`config.mk`:
```
export PLATFORM = sky130hd
export DESIGN_NAME = sprite_line_drawer_flat
export DESIGN_NICKNAME = d
export VERILOG_FILES = /design/src/rtl/sprite_line_drawer_if.sv /design/src/rtl/sprite_line_drawer.sv /design/src/flat_wrapper.sv
export SDC_FILE = /design/constraint.sdc
export NUM_CORES = 1
export LEC_CHECK = 0
export BUFFER_PORTS_ARGS = -buffer_cell sky130_fd_sc_hd__buf_4
export CAP_MARGIN = 20
export CELL_PAD_IN_SITES_DETAIL_PLACEMENT = 0
export CELL_PAD_IN_SITES_GLOBAL_PLACEMENT = 2
export CORE_MARGIN = 1.5
export CORE_UTILIZATION = 29
export DETAILED_ROUTE_END_ITERATION = 16
export GPL_TIMING_DRIVEN = 1
export PLACE_DENSITY = 0.76
export SLEW_MARGIN = 30
export SYNTH_ARGS = -nofsm -noshare
export SYNTH_HDL_FRONTEND = slang
export SYNTH_SLANG_ARGS = --single-unit
```
`constraint.sdc`:
```
create_clock -name clk -period 2.2 [get_ports clk]
set_input_delay 0.44 -clock clk [delete_from_list [all_inputs] [get_ports clk]]
set_output_delay 0.44 -clock clk [all_outputs]
set_load 0.005 [all_outputs]
```
`src/rtl/sprite_line_drawer_if.sv`:
```
// rtl/sprite_line_drawer_if.sv - draw request, pattern fetch and line-buffer write bundle
//
// Purpose: groups the draw_req/draw_done handshake, the pattern-RAM read port
// and the scanline-buffer write port used by sprite_line_drawer.
// Ports (signals):
//   draw_req, col_base[9:0], flip, frame_id[7:0], row_off[3:0]  requester -> drawer
//   draw_done                                                    drawer -> requester
//   pat_addr[15:0] (drawer -> RAM), pat_data[COLOR_W-1:0] (RAM -> drawer)
//   lb_we, lb_addr[9:0], lb_wdata[COLOR_W-1:0]                   drawer -> line buffer
// Modports: slave = drawer side, master = requester/memory side.

interface sprite_line_drawer_if #(
    parameter int COLOR_W = 8
);
    logic               draw_req;
    logic [9:0]         col_base;
    logic               flip;
    logic [7:0]         frame_id;
    logic [3:0]         row_off;
    logic               draw_done;
    logic [15:0]        pat_addr;
    logic [COLOR_W-1:0] pat_data;
    logic               lb_we;
    logic [9:0]         lb_addr;
    logic [COLOR_W-1:0] lb_wdata;

    modport slave (
        input  draw_req, col_base, flip, frame_id, row_off, pat_data,
        output draw_done, pat_addr, lb_we, lb_addr, lb_wdata
    );

    modport master (
        output draw_req, col_base, flip, frame_id, row_off, pat_data,
        input  draw_done, pat_addr, lb_we, lb_addr, lb_wdata
    );
endinterface

```
`src/rtl/sprite_line_drawer.sv`:
```
// rtl/sprite_line_drawer.sv - draws one 16-pixel sprite slice into the scanline buffer
//
// Purpose: on each accepted draw_req, fetches 16 pattern pixels (optionally
// mirrored), drops transparent ones and writes the rest to the line buffer.
// Ports:
//   clk    in  clock
//   reset  in  synchronous, active-high reset
//   bus    sprite_line_drawer_if.slave (request handshake, pattern read, line-buffer write)
// Optional feature: define SPRITE_CLIP_EN to suppress pixels at x >= LINE_W;
// otherwise line-buffer addresses wrap modulo 1024.

module sprite_line_drawer #(
    parameter int                 LINE_W  = 640,
    parameter int                 COLOR_W = 8,
    parameter logic [COLOR_W-1:0] TRANSP  = '0
) (
    input  logic                     clk,
    input  logic                     reset,
    sprite_line_drawer_if.slave      bus
);

    localparam logic [1:0] S_IDLE  = 2'd0;
    localparam logic [1:0] S_FETCH = 2'd1;
    localparam logic [1:0] S_DRAIN = 2'd2;

    logic [1:0]  r_state;
    logic [3:0]  r_px;
    logic [3:0]  r_px_d;
    logic        r_valid_d;
    logic [9:0]  r_col_base;
    logic        r_flip;
    logic [7:0]  r_frame_id;
    logic [3:0]  r_row_off;
    logic [15:0] r_pat_addr;

    logic [3:0]  w_px_next;
    logic [3:0]  w_src_next;
    logic        w_in_range;
    logic [9:0]  w_lb_addr;

    // pat_addr is registered one pixel ahead, so the source x for px+1 is
    // computed here; 15-x equals ~x for a 4-bit value.
    assign w_px_next  = r_px + 4'd1;
    assign w_src_next = r_flip ? ~w_px_next : w_px_next;

    always_ff @(posedge clk) begin
        if (reset) begin
            r_state    <= S_IDLE;
            r_px       <= '0;
            r_px_d     <= '0;
            r_valid_d  <= 1'b0;
            r_col_base <= '0;
            r_flip     <= 1'b0;
            r_frame_id <= '0;
            r_row_off  <= '0;
            r_pat_addr <= '0;
        end else begin
            case (r_state)
                S_IDLE: begin
                    r_valid_d <= 1'b0;
                    if (bus.draw_req) begin
                        r_col_base <= bus.col_base;
                        r_flip     <= bus.flip;
                        r_frame_id <= bus.frame_id;
                        r_row_off  <= bus.row_off;
                        r_px       <= '0;
                        r_pat_addr <= {bus.frame_id, bus.row_off, bus.flip ? 4'hF : 4'h0};
                        r_state    <= S_FETCH;
                    end
                end
                S_FETCH: begin
                    // pat_data for this px arrives next cycle; px_d/valid_d travel with it.
                    r_valid_d <= 1'b1;
                    r_px_d    <= r_px;
                    if (r_px == 4'd15) begin
                        r_state <= S_DRAIN;
                    end else begin
                        r_px       <= w_px_next;
                        r_pat_addr <= {r_frame_id, r_row_off, w_src_next};
                    end
                end
                S_DRAIN: begin
                    r_valid_d <= 1'b0;
                    r_state   <= S_IDLE;
                end
                default: begin
                    r_valid_d <= 1'b0;
                    r_state   <= S_IDLE;
                end
            endcase
        end
    end

`ifdef SPRITE_CLIP_EN
    logic [10:0] w_sum;
    assign w_sum      = {1'b0, r_col_base} + {7'd0, r_px_d};
    assign w_in_range = (w_sum < 11'(LINE_W));
    assign w_lb_addr  = w_sum[9:0];
`else
    // Without clipping the buffer absorbs columns past LINE_W; address wraps mod 1024.
    assign w_in_range = 1'b1;
    assign w_lb_addr  = r_col_base + {6'd0, r_px_d};
`endif

    assign bus.draw_done = (r_state == S_IDLE) && !bus.draw_req;
    assign bus.pat_addr  = r_pat_addr;
    assign bus.lb_we     = r_valid_d && (bus.pat_data != TRANSP) && w_in_range;
    assign bus.lb_addr   = w_lb_addr;
    // Gated so the write-data port reads zero whenever no fetch is in flight.
    assign bus.lb_wdata  = r_valid_d ? bus.pat_data : '0;

endmodule

```
`src/flat_wrapper.sv`:
```
// flat-port wrapper written by rule: the top's interface ports become plain ports
module sprite_line_drawer_flat 
#(
    parameter int                 LINE_W  = 640,
    parameter int                 COLOR_W = 8,
    parameter logic [COLOR_W-1:0] TRANSP  = '0
)
  (clk, reset, bus_draw_req, bus_col_base, bus_flip, bus_frame_id, bus_row_off, bus_pat_data, bus_draw_done, bus_pat_addr, bus_lb_we, bus_lb_addr, bus_lb_wdata);
  sprite_line_drawer_if #(.COLOR_W(COLOR_W)) bus_i ();
  input  logic clk;
  input  logic reset;
  input wire logic [$bits(bus_i.draw_req)-1:0] bus_draw_req;
  input wire logic [$bits(bus_i.col_base)-1:0] bus_col_base;
  input wire logic [$bits(bus_i.flip)-1:0] bus_flip;
  input wire logic [$bits(bus_i.frame_id)-1:0] bus_frame_id;
  input wire logic [$bits(bus_i.row_off)-1:0] bus_row_off;
  input wire logic [$bits(bus_i.pat_data)-1:0] bus_pat_data;
  output wire logic [$bits(bus_i.draw_done)-1:0] bus_draw_done;
  output wire logic [$bits(bus_i.pat_addr)-1:0] bus_pat_addr;
  output wire logic [$bits(bus_i.lb_we)-1:0] bus_lb_we;
  output wire logic [$bits(bus_i.lb_addr)-1:0] bus_lb_addr;
  output wire logic [$bits(bus_i.lb_wdata)-1:0] bus_lb_wdata;
  assign bus_i.draw_req = bus_draw_req;
  assign bus_i.col_base = bus_col_base;
  assign bus_i.flip = bus_flip;
  assign bus_i.frame_id = bus_frame_id;
  assign bus_i.row_off = bus_row_off;
  assign bus_i.pat_data = bus_pat_data;
  assign bus_draw_done = bus_i.draw_done;
  assign bus_pat_addr = bus_i.pat_addr;
  assign bus_lb_we = bus_i.lb_we;
  assign bus_lb_addr = bus_i.lb_addr;
  assign bus_lb_wdata = bus_i.lb_wdata;
  sprite_line_drawer #(.LINE_W(LINE_W), .COLOR_W(COLOR_W), .TRANSP(TRANSP)) u_core (.clk(clk), .reset(reset), .bus(bus_i));
endmodule
```
==> results_dict.tcl, run 1 <==
set metrics [dict create \
    grt_pass1_wl_um 10540 \
    clk_latency_ns 0.31 \
    n_fill_cell 865 \
    antenna_found_initial 0 \
    cts-root-buf "clkbuf_8" \
    dr.pass1.iters 4 \
    synthTopCellsByArea "dfxtp_1 41%, nand2_1 13%, a21oi_1 9.6%" \
    dr_total_vias 2343 \
    p_sw_uw 510.9 \
    grt_util_met2_pct 24.59 \
    ys.flop_type "dfxtp_1" \
    critical_path.max_fanout 4 \
    ys_seq_elements 50 \
    wirelength_um 6722 \
    drtIter0Drc 99 \
    cts_hold_buf 0 \
    synth_area_um2 2462 \
    status "finished clean" \
    grt-ovfl-total 0 \
    cell_internal_pwr_mw 1.384 \
    grt_usage_pct 15.15 \
    rsz0062_at_grt "true" \
    startpoint_type "flop" \
    die_h_um 95.15 \
    fin_crit_sh_pct 95.62 \
    p_leak_nw 1.333 \
    diodes 0 \
    met1_usage_pct 19.47 \
    routabilityCongestion 0.7402 \
    numCtsBuffers 5 \
    post_dp_cell_area_um2 3012 \
    worstSetupPathType "reg -> out" \
    num_rows 33 \
    core-area_um2 8217 \
    netlist.area_leader.share_pct 40.65 \
    fin_area_um2 3171 \
    io_buffer_count 69 \
    synth_warnings 0 \
    synthArstFlopShare_pct 0 \
    hpwl_um 4486 \
    place_ws_ns 0.2703 \
    synth_cell_types 43 \
    critPathCaptureType "primary output" \
    hold_viol 0 \
    synth.avg_cell_area_um2 8.154 \
    hold_path.class "in -> reg" \
    finalSetupViolCount 0 \
    timing_max_transition_violations_final 0 \
    power.share.switching_pct 26.96 \
    fin_nets 402 \
    p_seq_share_pct 53.0 \
    fin_hold_ws_ns 0.3774 \
    cts.sinks 50 \
    die_area_um2 9053 \
    routed_via_density 5.006 \
    holdPathStages 3 \
    fmax_ghz 0.4754 \
    tightestPinTransition_ns 0.7155 \
    synth_nets 342 \
    yosysTopAreaCell "dfxtp_1" \
    reg2reg_depth 4 \
    power.density_nw_per_um2 597.7 \
    drc 0 \
    initial_core_util_pct 29.97 \
    cts_tree "done" \
    required_ns 1.76 \
    fin_tns_setup_ns 0 \
    synth-edff-count 0 \
    grtUsageMet3_pct 3.907 \
    clk_path_buf_depth 2 \
    io_pins 70 \
    yosysSeqAreaShare_pct 40.65 \
    post_cts_buffers 0 \
    max-cap-violations 0 \
    drive_gt1_share_pct 28.10 \
    busiest_layer "met2" \
    crit_arrival_ns 1.66 \
    grt_pass1_vias 2128 \
    synthCells 302 \
    combPwrFrac_pct 17.5 \
    path_clk_slew_ns 0.09 \
    wire_per_inst_um 14.36 \
    antenna_left 0 \
    ir_worst_vdd_v 0.0002336 \
    p_clk_share_pct 29.5 \
    die_w_um 95.15 \
    fin_ws_ns 0.09632 \
    clock_skew_ns 0.007348 \
    syn2layout_area_growth_pct 28.76 \
    maxSlewHeadroom_pct 52.25 \
    cts.htree.levels 2 \
    grt_max_degree 29 \
    final.min_clock_period_ns 2.104 \
]
-- per-layer routing --
metal,vias up,share of wire [%]
met1,1077,46
li1,1176,-
met2,80,47
met4,0,1.2
met5,-,0
met3,10,6.2
-- kinds of logic after synthesis --
kind of cell	after synthesis	share of synthesized area, %
AOI/OAI and AO/OA	86	22.46
xor gates and xnor gates	10	4.116
adders and majority gates	6	3.354
buffers and inverters	26	6.656
DFF	50	40.65
and+or+nand+nor	124	22.76
-- final timing paths --
| check | from | to | slack, ns |
|---|---|---|---|
| setup / recovery | u_core.r_col_base[0] | bus_lb_addr[4] | 0.1 |
| hold / removal | bus_frame_id[1] | u_core.r_frame_id[1] | 0.38 |
| setup reg to reg | u_core.r_px[0] | u_core.bus.pat_addr[14] | 0.33 |
| hold reg to reg | u_core.r_col_base[8] | u_core.r_col_base[8] | 0.46 |
-- area by class of cell --
class | count | area [µm²] | area share, %
clock inverter | 1 | 5.005 | 0.1579
timing repair buffer | 76 | 570.5 | 18.00
clock buffer | 7 | 86.33 | 2.723
inverter | 3 | 11.26 | 0.3552
sequential | 50 | 1005 | 31.69
tap | 105 | 131.4 | 4.144
multi-input combinational | 226 | 1361 | 42.94
-- power groups by stage --
stage	combinational [mW]	clock, mW	sequential, mW
4_1_cts	0.332	0.579	1.00
5_1_grt	0.369	0.620	1.01
2_1_floorplan	0.186	0	1.01
3_3_place_gp	0.329	0	1.02
6_report	0.331	0.559	1.01
3_5_place_dp	0.330	0	1.02
-- cells in the mapped netlist (2+ instances only) --
cell type	n
a311o_1	2
a211o_1	3
xnor2_1	3
o211a_1	2
buf_4	2
o21a_1	2
dfxtp_1	50
nor2_1	3
a21oi_1	47
nor2b_1	2
and3_1	2
nor4_1	4
nand3_1	8
and2_1	8
a311oi_1	13
o21ai_0	5
clkbuf_1	2
buf_2	10
buf_1	2
ha_1	5
o211ai_1	4
nand4_1	2
nand2_1	83
inv_1	3
a211oi_1	3
a21boi_0	2
buf_6	6
xor2_1	6
nor3_1	4
-- repair_timing --
action,in CTS,in global routing
resized for setup,4,11
endpoints found under the setup margin,5,6
cloned,0,0
-- critical path, stage by stage (launching register included) --
cell	delay, ns
dfxtp_1	0.32
ha_2	0.21
fa_2	0.36
nand3_2	0.12
nand2_1	0.07
xor2_1	0.15
buf_4	0.13
-- layout by cell type (no fill, tap or decap), types with 3 or more instances in the layout --
cell,n
nand2_1,83
buf_4,76
dfxtp_1,47
a21oi_1,44
a311oi_1,13
and2_1,8
nand3_1,7
xor2_1,6
clkbuf_8,6
o21ai_0,5
o211ai_1,4
nor3_1,4
nor4_1,4
a211o_1,3
a21oi_2,3
inv_1,3
nor2_1,3
xnor2_1,3
ha_4,3
dfxtp_2,3
-- per-stage QoR --
step / power, mW / utilization [%] / std cells
after detailed placement: 1.354 / 36.65 / 460
after floorplan: 1.197 / - / 302
final: 1.895 / 38.59 / 468
after global routing: 2.003 / 38.59 / 468
after global placement: 1.353 / 36.65 / 460
after CTS: 1.914 / 37.96 / 468
-- flip-flops by register name (all words and copies together) (netlist names) --
signal and flops:
u_core.bus.pat_addr 16, u_core.r_col_base 10, u_core.r_frame_id 8, u_core.r_px 4, u_core.r_px_d 4, u_core.r_row_off 4
u_core.r_state 2, u_core.r_flip 1, u_core.r_valid_d 1
Note: power is estimated with default switching activity, not from simulation.
==> inputs of run 2 (changes only) <==
--- a/config.mk
+++ b/config.mk
@@ -10,10 +10,11 @@
 export CELL_PAD_IN_SITES_DETAIL_PLACEMENT = 0
 export CELL_PAD_IN_SITES_GLOBAL_PLACEMENT = 2
 export CORE_MARGIN = 1.5
-export CORE_UTILIZATION = 29
+export CORE_UTILIZATION = 30
+export CTS_BUF_LIST = sky130_fd_sc_hd__clkbuf_4
 export DETAILED_ROUTE_END_ITERATION = 16
 export GPL_TIMING_DRIVEN = 1
-export PLACE_DENSITY = 0.76
+export PLACE_DENSITY = 0.79
 export SLEW_MARGIN = 30
 export SYNTH_ARGS = -nofsm -noshare
 export SYNTH_HDL_FRONTEND = slang
==> results_dict.tcl, run 2 (synthesized netlist as in run 1, its figures left out) <==
set metrics [dict create \
    power.share.switching_pct 29.47 \
    cts.htree.levels 2 \
    cts_hold_buf 0 \
    grt-ovfl-total 0 \
    drt-met1-wl_um 3190 \
    p_clk_share_pct 25.3 \
    drc 0 \
    dr.pass1.iters 4 \
    diodes 0 \
    startpoint_type "flop" \
    final.min_clock_period_ns 2.153 \
    multiInputGateArea_um2 1383 \
    reg2reg_depth 5 \
    tightestPinTransition_ns 0.5093 \
    p_leak_nw 1.351 \
    num_rows 32 \
    crit_arrival_ns 1.71 \
    dr_total_vias 2323 \
    worstSetupPathType "reg -> out" \
    path_clk_slew_ns 0.14 \
    cts.sinks 50 \
    cts_tree "done" \
    p_sw_uw 530.7 \
    seq_area_um2 1016 \
    n_fill_cell 832 \
    rsz0062_at_grt "true" \
    clk_latency_ns 0.38 \
    wirelength_um 6525 \
    endpoint "bus_lb_addr[8]" \
    wire_per_inst_um 13.88 \
    max-cap-violations 0 \
    power_mw 1.801 \
    crit-reg2reg-launch "u_core.r_px[1]" \
    fin_area_um2 3223 \
    required_ns 1.76 \
    die_w_um 93.60 \
    maxSlewHeadroom_pct 66.05 \
    critPathCaptureType "primary output" \
    dr_wl_met3_um 384 \
    die_h_um 93.60 \
    timing_max_transition_violations_final 0 \
    fin_crit_sh_pct 97.88 \
    core-area_um2 7848 \
    status "finished clean" \
    initial_core_util_pct 31.38 \
    fin_nets 407 \
    clock_skew_ns 0.02408 \
    fin_tns_setup_ns 0 \
    critical_path.max_fanout 3 \
    die_area_um2 8760 \
    startpoint "u_core.r_col_base[1]" \
    io_pins 70 \
    top_layer "met4" \
    p_seq_share_pct 55.7 \
    wl_met2_um 2894 \
    hold_viol 0 \
    cell_internal_pwr_mw 1.270 \
    cts-root-buf "clkbuf_4" \
    drive_gt1_share_pct 31.52 \
    final_cell_mix "83 x nand2_1, 79 x buf_4, 43 x a21oi_1, 40 x dfxtp_1, 13 x a311oi_1" \
    fmax_ghz 0.4644 \
    grt_max_degree 47 \
    io_buffer_count 69 \
    grt_pass1_wl_um 10690 \
    final_common_cell "nand2_1" \
    fin_hold_ws_ns 0.2832 \
    syn2layout_area_growth_pct 30.89 \
    post_dp_cell_area_um2 3035 \
    antenna_found_initial 0 \
    hold_path.class "in -> reg" \
    largest_reg_flops 16 \
    holdPathStages 2 \
    finalSetupViolCount 0 \
    grt_usage_pct 15.37 \
    drtIter0Drc 117 \
    clk_path_buf_depth 2 \
    r2r-end "u_core.r_px[3]" \
    ir_worst_vdd_v 0.0002637 \
    numCtsBuffers 5 \
    routed_via_density 4.943 \
    antenna_left 0 \
    power.density_nw_per_um2 558.6 \
    combPwrFrac_pct 19.1 \
    grt_pass1_vias 2194 \
    routabilityCongestion 0.7240 \
    r2r_setup_slack_ns 0.58 \
    hpwl_um 4349 \
]
run 2: changes by cell type in the layout (fill, tap and decap cells not counted), moves of 2 or more:
cell | previous run | this run
dfxtp_1 | 47 | 40
clkbuf_8 | 6 | 0
dfxtp_2 | 3 | 9
clkbuf_4 | 0 | 5
buf_4 | 76 | 79
clkinvlp_4 | 0 | 2
run 2: layer usage:
layer | up-vias | global-route usage [%]
met5 | - | 0
met4 | 0 | 3.731
met3 | 6 | 3.089
met2 | 61 | 25.06
met1 | 1066 | 20.76
li1 | 1190 | -
run 2: worst min-delay path by stage:
stage,endpoint,slack [ns],from
3_5_place_dp,u_core.r_frame_id[1],0.45,u_core.r_frame_id[1]
4_1_cts,u_core.r_frame_id[3],0.27,bus_frame_id[3]
3_3_place_gp,u_core.r_row_off[1],0.44,u_core.r_row_off[1]
5_1_grt,u_core.r_row_off[1],0.26,bus_row_off[1]
2_1_floorplan,u_core.r_col_base[8],0.44,u_core.r_col_base[8]
6_report,u_core.r_state[0],0.28,reset
run 2: critical path, cell delays in order (launching register included):
cell	delay (ns)
dfxtp_4	0.38
buf_6	0.12
fa_2	0.41
nand3_4	0.09
a21oi_2	0.06
xnor2_1	0.16
buf_4	0.13
run 2: area by class of cell:
type                       count  share of cell area, %
clock buffer                   5                  1.165
multi-input combinational    226                  42.90
tap                          102                  3.960
clock inverter                 3                 0.7376
inverter                       3                 0.3494
sequential                    50                  31.52
timing repair buffer          81                  19.37
run 2: timing repair:
item / 4_1_cts / 5_1_grt
pin swaps: 3 / 11
cloned: 0 / 0
endpoints found under the setup margin: 5 / 7
endpoints found under the hold margin: 0 / 0
gates resized for setup: 12 / 16
setup buffers: 3 / 0
run 2: power by group through the flow:
stage          clock network (mW)  logic (mW)  registers [mW]
2_1_floorplan                   0       0.186            1.01
3_3_place_gp                    0       0.338            1.02
3_5_place_dp                    0       0.339            1.02
4_1_cts                     0.471       0.345            1.00
5_1_grt                     0.512       0.385            1.01
6_report                    0.455       0.343            1.00
run 2: through the flow:
stage	std cells	setup slack (ns)	util, %
after global placement	459	0.2941	38.68
final	470	0.04673	41.07
after CTS	470	0.009439	40.34
after global routing	470	-0.05879	41.07
after floorplan	302	0.4709	-
after detailed placement	459	0.2607	38.68
==> inputs of run 3 (changes only) <==
--- a/config.mk
+++ b/config.mk
@@ -5,7 +5,7 @@
 export SDC_FILE = /design/constraint.sdc
 export NUM_CORES = 1
 export LEC_CHECK = 0
-export BUFFER_PORTS_ARGS = -buffer_cell sky130_fd_sc_hd__buf_4
+export BUFFER_PORTS_ARGS = -buffer_cell sky130_fd_sc_hd__buf_2
 export CAP_MARGIN = 20
 export CELL_PAD_IN_SITES_DETAIL_PLACEMENT = 0
 export CELL_PAD_IN_SITES_GLOBAL_PLACEMENT = 2
==> results_dict.tcl, run 3 (synthesized netlist as in run 1, its figures left out) <==
set metrics [dict create \
    dr_total_vias 2318 \
    wire_per_inst_um 13.87 \
    crit_arrival_ns 1.70 \
    fin_crit_sh_pct 97.26 \
    wirelength_um 6491 \
    core-area_um2 7848 \
    finalSetupViolCount 0 \
    timing_max_transition_violations_final 0 \
    io_pins 70 \
    die_area_um2 8760 \
    routed_via_density 4.953 \
    startpoint_type "flop" \
    grt_pass1_wl_um 10280 \
    numCtsBuffers 5 \
    fin_ws_ns 0.06029 \
    diodes 0 \
    grt_usage_pct 14.96 \
    drive_gt1_share_pct 29.78 \
    place_ws_ns 0.2945 \
    dr.pass1.iters 6 \
    p_leak_nw 1.310 \
    clk_path_buf_depth 2 \
    die_h_um 93.60 \
    critical_path.max_fanout 3 \
    tightestPinTransition_ns 0.4118 \
    hpwl_um 4185 \
    slowest_delay_ns 0.40 \
    max-cap-violations 0 \
    ir_worst_vdd_v 0.0002473 \
    status "finished clean" \
    cpMaxStageDelayCell "fa_2" \
    initial_core_util_pct 31.38 \
    required_ns 1.76 \
    syn2layout_area_growth_pct 22.97 \
    grt_max_degree 38 \
    maxSlewHeadroom_pct 72.54 \
    cts_tree "done" \
    fin_nets 405 \
    fin_area_um2 3028 \
    num_rows 32 \
    cts-root-buf "clkbuf_4" \
    largest_reg_flops 16 \
    drtIter0Drc 110 \
    die_w_um 93.60 \
    clk_latency_ns 0.38 \
    antenna_found_initial 0 \
    cts.htree.levels 2 \
    path_cells "buf_6 > fa_2 > nand3_2 > a21oi_2 > xnor2_1 > buf_2" \
    drc 0 \
    rsz0062_at_grt "true" \
    clock_skew_ns 0.01945 \
    post_dp_cell_area_um2 2835 \
    final_common_cell "nand2_1" \
    critPathCaptureType "primary output" \
    routabilityCongestion 0.7686 \
    power_mw 1.846 \
    power.density_nw_per_um2 609.8 \
    final.min_clock_period_ns 2.140 \
    grt-ovfl-total 0 \
    worstSetupPathType "reg -> out" \
    fmax_ghz 0.4674 \
    fin_hold_ws_ns 0.2884 \
    cts.sinks 50 \
    final_cell_mix "83 x nand2_1, 69 x buf_2, 45 x dfxtp_1, 43 x a21oi_1, 13 x a311oi_1" \
    grt_pass1_vias 2168 \
    hold_viol 0 \
    path_clk_slew_ns 0.15 \
    antenna_left 0 \
    io_buffer_count 69 \
    hold_path.class "in -> reg" \
]
==> run 3: changes by cell type in the layout (fill, tap and decap cells not counted), sizes merged <==
| cell | change |
|---|---|
| buf | -2 |
| bufinv | +1 |
| clkbuf | +1 |
| clkinvlp | -1 |
| inv | -1 |
==> run 3: what timing repair did <==
action                     CTS  global route
resized for setup            7            14
cloned                       0             0
pin swaps                    2             6
setup buffers                2             1
setup endpoints to repair    5             7
hold buffers                 0             0
==> run 3: critical path: cells and delay by family, from the launching register on <==
kind | cells | cell delay (ns)
fa+ha+maj | 1 | 0.40
flops | 1 | 0.36
buf+inv | 2 | 0.25
simple gates | 1 | 0.12
xor+xnor | 1 | 0.14
compound gates | 1 | 0.07
==> run 3: per-stage QoR <==
step,instances,util (%),setup TNS (ns)
floorplan,302,-,0
global placement,457,36.13,0
detailed placement,457,36.13,0
CTS,467,37.74,0
global route,468,38.58,-0.1532
finish,468,38.58,0
==> run 3: cell type report <==
class / count / area (µm²)
fill: 854 / 4820
tap: 102 / 127.6
timing repair buffer: 79 / 424.2
sequential: 50 / 1007
clock buffer: 6 / 45.04
multi-input combinational: 226 / 1375
inverter: 3 / 11.26
clock inverter: 2 / 37.54
==> run 3: final timing paths <==
check / from / endpoint / slack [ns] / cells after the start
worst min register to register: u_core.r_frame_id[6] / u_core.r_frame_id[6] / 0.47 / 2
worst min-delay path: bus_frame_id[6] / u_core.r_frame_id[6] / 0.29 / 3
worst max-delay path: u_core.r_px_d[1] / bus_lb_addr[8] / 0.06 / 6
worst max register to register: u_core.r_px[0] / u_core.bus.pat_addr[7] / 0.48 / 5
==> run 3: where the power goes <==
group          internal (mW)  switching [mW]
clock network          0.252           0.297
logic                  0.133           0.159
registers              0.961          0.0430
==> run 3: metal layers <==
| layer | track usage (%) | routed length [µm] | vias to the layer above |
|---|---|---|---|
| met5 | 0 | 0 | - |
| met4 | 4.478 | 125 | 0 |
| met3 | 4.065 | 433 | 10 |
| met2 | 25.48 | 3016 | 77 |
| met1 | 18.31 | 2915 | 1051 |
| li1 | - | - | 1180 |
